File: src/rtl/lc3b_mem_arbiter.sv
`default_nettype none
// ============================================================================
// Module   : lc3b_mem_arbiter
// Brief    : Shares one physical memory port between the fetch (read-only)
//            and data (read/write) ports; data wins, with bounded fetch starvation.
// Revision : 1.0 - initial release
// ============================================================================
module lc3b_mem_arbiter #(
    parameter int ADDR_W       = 16,
    parameter int DATA_W       = 16,
    parameter int STARVE_LIMIT = 4
) (
    input  logic              clk,
    input  logic              rst_n,
    input  logic              i_read,
    input  logic [ADDR_W-1:0] i_address,
    output logic [DATA_W-1:0] i_rdata,
    output logic              i_resp,
    input  logic              d_read,
    input  logic              d_write,
    input  logic [ADDR_W-1:0] d_address,
    input  logic [DATA_W-1:0] d_wdata,
    output logic [DATA_W-1:0] d_rdata,
    output logic              d_resp,
    output logic              pmem_read,
    output logic              pmem_write,
    output logic [ADDR_W-1:0] pmem_address,
    output logic [DATA_W-1:0] pmem_wdata,
    input  logic [DATA_W-1:0] pmem_rdata,
    input  logic              pmem_resp,
    output logic              arb_err
);

    localparam int                 c_CNT_W      = $clog2(STARVE_LIMIT + 1);
    localparam logic [c_CNT_W-1:0] c_STARVE_MAX = c_CNT_W'(STARVE_LIMIT);

    typedef enum logic [1:0] {
        ST_IDLE   = 2'd0,
        ST_I_BUSY = 2'd1,
        ST_D_BUSY = 2'd2
    } state_t;

    state_t              r_state;
    logic [c_CNT_W-1:0]  r_starve_cnt;
    logic                r_arb_err;
    logic                r_pmem_read;
    logic                r_pmem_write;
    logic [ADDR_W-1:0]   r_pmem_address;
    logic [DATA_W-1:0]   r_pmem_wdata;

    logic                w_d_req;
    logic                w_fetch_starved;
    logic [c_CNT_W-1:0]  w_starve_next;

    assign w_d_req         = d_read | d_write;
    assign w_fetch_starved = i_read && (r_starve_cnt == c_STARVE_MAX);
    assign w_starve_next   = (r_starve_cnt == c_STARVE_MAX) ? r_starve_cnt
                                                            : r_starve_cnt + c_CNT_W'(1);

    always_ff @(posedge clk or negedge rst_n) begin
        if (!rst_n) begin
            r_state        <= ST_IDLE;
            r_starve_cnt   <= '0;
            r_arb_err      <= 1'b0;
            r_pmem_read    <= 1'b0;
            r_pmem_write   <= 1'b0;
            r_pmem_address <= '0;
            r_pmem_wdata   <= '0;
        end else begin
            if (d_read && d_write)
                r_arb_err <= 1'b1;

            case (r_state)
                ST_IDLE: begin
                    if (w_d_req && !w_fetch_starved) begin
                        // A simultaneous read+write is executed as a write.
                        r_state        <= ST_D_BUSY;
                        r_pmem_address <= d_address;
                        r_pmem_wdata   <= d_wdata;
                        r_pmem_write   <= d_write;
                        r_pmem_read    <= ~d_write;
                        r_starve_cnt   <= i_read ? w_starve_next : '0;
                    end else if (i_read) begin
                        r_state        <= ST_I_BUSY;
                        r_pmem_address <= i_address;
                        r_pmem_read    <= 1'b1;
                        r_pmem_write   <= 1'b0;
                        r_starve_cnt   <= '0;
                    end else begin
                        r_starve_cnt   <= '0;
                    end
                end
                ST_I_BUSY, ST_D_BUSY: begin
                    if (pmem_resp) begin
                        r_state      <= ST_IDLE;
                        r_pmem_read  <= 1'b0;
                        r_pmem_write <= 1'b0;
                    end
                end
                default: begin
                    r_state      <= ST_IDLE;
                    r_pmem_read  <= 1'b0;
                    r_pmem_write <= 1'b0;
                end
            endcase
        end
    end

    // Responses are steered combinationally so the requester sees them in the pmem_resp cycle.
    assign i_resp       = pmem_resp && (r_state == ST_I_BUSY);
    assign d_resp       = pmem_resp && (r_state == ST_D_BUSY);
    assign i_rdata      = pmem_rdata;
    assign d_rdata      = pmem_rdata;
    assign pmem_read    = r_pmem_read;
    assign pmem_write   = r_pmem_write;
    assign pmem_address = r_pmem_address;
    assign pmem_wdata   = r_pmem_wdata;
    assign arb_err      = r_arb_err;

endmodule
`default_nettype wire

File: config.mk
export PLATFORM = sky130hd
export DESIGN_NAME = lc3b_mem_arbiter
export DESIGN_NICKNAME = d
export VERILOG_FILES = /design/src/rtl/lc3b_mem_arbiter.sv
export SDC_FILE = /design/constraint.sdc
export NUM_CORES = 1
export LEC_CHECK = 0
export CAP_MARGIN = 10
export CORE_MARGIN = 3
export CORE_UTILIZATION = 34
export CTS_BUF_LIST = sky130_fd_sc_hd__clkbuf_2
export DETAILED_ROUTE_END_ITERATION = 7
export PLACE_DENSITY = 0.76
export SYNTH_ARGS = -nofsm -noshare
export SYNTH_HDL_FRONTEND = slang
export SYNTH_SLANG_ARGS = --single-unit
File: constraint.sdc
create_clock -name clk -period 1.45 [get_ports clk]
set_input_delay 0.2175 -clock clk [delete_from_list [all_inputs] [get_ports clk]]
set_output_delay 0.2175 -clock clk [all_outputs]
set_load 0.05 [all_outputs]
==> out/results.ini <==
[timing]
rsz0062_at_grt=true
slew_viol_final=0
worst_slew_pin_slew_ns=0.4240
setup_ws_ns=-0.1767
slew_headroom=0.7173
fmax_mhz=614.7
finalCriticalPeriod_ns=1.627
setup_viol=34
hold_violations=0
finalClockSkew_ns=0.01577
whs_ns=0.2692
fin_crit_sh=1.122

[floorplan]
die_w_um=85.12
fp-row-count=28
fp.coreArea_sq_mm=0.005991
io_pins=139
fp.dieH_um=85.12
initial_core_util=0.3553
dieArea_sq_mm=0.007245

[critical_path]
critPathTopFamily=flip-flops
cp.required_ns=1.23
start_kind=register
arrival_ns=1.41
critPathKind=register to output port
path_cells=inv_2, buf_6, ha_4, and2_4, buf_12
cp_max_fo=2
worst_path_largest_cell_delay_ns=0.43
cp_slowest_cell=dfrtp_1
endpoint_kind=output port
critPathBufInv=3

[global_routing]
grt_start_max_net_pins=33
grt_pass1_wl_mm=8.935
overflow=0
grt_usage=0.1576
antenna_found_initial=0
grt_pass1_vias=1712

[synth]
synthesis.area_sq_mm=0.002128
ys_warn_count=0
syn_inst=200
ys_seq_elements=40
yosys-top-cells-area=dfrtp_1 (47%), buf_4 (12%), mux2_4 (7.1%), a31oi_1 (4.7%), nand3_1 (4.0%)
ys_types=30
synth.avg_cell_area_sq_um=10.64
yosysSeqAreaShare=0.4703
synth_top_cell_by_area=dfrtp_1
synth.top_cell.area_share=0.4703
syn_nets=275

[place]
place.gp.congestion=0.8022
dp.cells=337
numPortBuffers=90
hpwl_mm=4.180

[clock_network]
cts_root_buf=clkbuf_2
cts_tree=built
htree_levels=2
cts_buffer_depth=2
cts_buffers=5
cts_sinks=40
clk_pin_slew_ns=0.21
clk-insertion-delay-late_ns=0.38

[pwr]
seqPwrFrac=0.243
clkPwrFrac=0.070
p_switching_w=0.004209
combPwrFrac=0.688
leakage_nw=1.600
p_total_w=0.009585
peakVddDrop_v=0.001588
internal_power_w=0.005376
power_density_mw_per_mm2=2563
sw_frac_of_total=0.4391

[layout]
instances_no_fill=356
final_common_cell=clkdlybuf4s50_1
layout_common_cells=clkdlybuf4s50_1 (52), buf_12 (41), dfrtp_1 (40)
nets=355
drive_gt1_frac=0.4164
area_growth_pct=75.72
antenna_cells=0
final_core_util=0.6243

[drt]
dr.pass1.iters=5
drtAntennaViolNets=0
vias=1801
finalWirelength_mm=6.193
wire_per_inst_um=17.40
dr.first_iter.drc_count=64
drc=0
routed_via_density=5.059

[hold_path]
hp-class=input pin to async pin

[run]
drv_cap=0

[status]
status=finished, violations left
violations=setup timing

[synth_stat cells (all sizes together)]
| library cell | count |
|---|---|
| buf | 40 |
| a22o | 2 |
| nand2 | 4 |
| dfrtp | 40 |
| o2bb2ai | 1 |
| a31oi | 16 |
| mux2i | 1 |
| inv | 6 |
| o21ai | 16 |
| ha | 5 |
| clkbuf | 4 |
| or2 | 1 |
| and3 | 1 |
| o22ai | 1 |
| mux2 | 17 |
| o32ai | 1 |
| and2 | 2 |
| a32o | 2 |
| o21a | 1 |
| nor2 | 17 |
| nand3 | 19 |
| o31a | 1 |
| a21o | 1 |
| nand4 | 1 |
[worst paths after layout]
path,start,endpoint,slack (ns),depth (start not counted)
worst max-delay path,r_state[0],d_resp,-0.18,5
worst min-delay path,rst_n,pmem_address[2],0.27,2
worst max register to register,r_state[1],pmem_address[8],-0.13,7
worst min register to register,arb_err,arb_err,0.55,1
max in group asynchronous,rst_n,pmem_wdata[1],0.71,3
min in group clk,d_address[10],pmem_address[10],0.37,3
[what timing repair did]
item,CTS,global route
hold buffers,1,0
endpoints found under the hold margin,16,0
pin swaps,3,8
buffers inserted,4,3
cloned,1,2
gates resized for setup,15,35
endpoints found under the setup margin,38,39
[worst reg2reg max path, delay by kind of cell, from the launching register on]
family,cells,cell delay [ns]
DFF,1,0.45
buffers and inverters,3,0.42
adders and majority gates,1,0.17
and+or+nand+nor,1,0.07
AOI/OAI and AO/OA,2,0.40
[per-layer routing]
layer | vias to the layer above | track usage | share of wire
met2 | 82 | 0.2542 | 0.50
li1 | 829 | - | -
met5 | - | 0 | 0
met4 | 0 | 0.06475 | 0.031
met3 | 26 | 0.04272 | 0.076
met1 | 864 | 0.1998 | 0.40
[per-stage QoR]
stage / worst slack [ns] / instance area (sq um) / setup TNS, ns
final: -0.1767 / 3740 / -1.934
after global routing: -0.2451 / 3740 / -4.112
after CTS: -0.1960 / 3545 / -3.179
after detailed placement: -0.2465 / 3326 / -8.085
after global placement: -0.2236 / 3326 / -7.512
after floorplan: 0.003370 / 2130 / 0
[area by class of cell]
cell class / instances / area (sq um)
clock buffer: 5 / 25.02
clock inverter: 3 / 42.54
fill: 460 / 2251
inverter: 6 / 22.52
multi-input combinational: 110 / 959.7
sequential: 40 / 1001
tap: 75 / 93.84
timing repair buffer: 117 / 1595
[logic make-up (layout without fill, tap and decap cells)]
kind of cell,Yosys count,count (layout),share of synthesized area
flip-flops,40,40,0.4703
multiplexers,18,18,0.1123
AO/OA/AOI/OAI,42,42,0.1282
buffers and inverters,50,131,0.1552
AND/OR/NAND/NOR,45,45,0.1046
adder cells (fa/ha/maj),5,5,0.02939
[registers in the layout, summed over array words and instances (netlist names)]
name / count
pmem_read: 1
pmem_address: 16
pmem_wdata: 16
r_starve_cnt: 3
pmem_write: 1
r_state: 2
arb_err: 1
[power groups by stage]
stage / registers [W] / clock network (W) / logic, W
after floorplan: 0.00363 / 0 / 0.00163
after global placement: 0.00223 / 0 / 0.00554
after detailed placement: 0.00226 / 0 / 0.00564
after CTS: 0.00223 / 0.000685 / 0.00605
after global routing: 0.00239 / 0.000732 / 0.00684
final: 0.00233 / 0.000669 / 0.00659
Power figures use the tool's default switching activity.
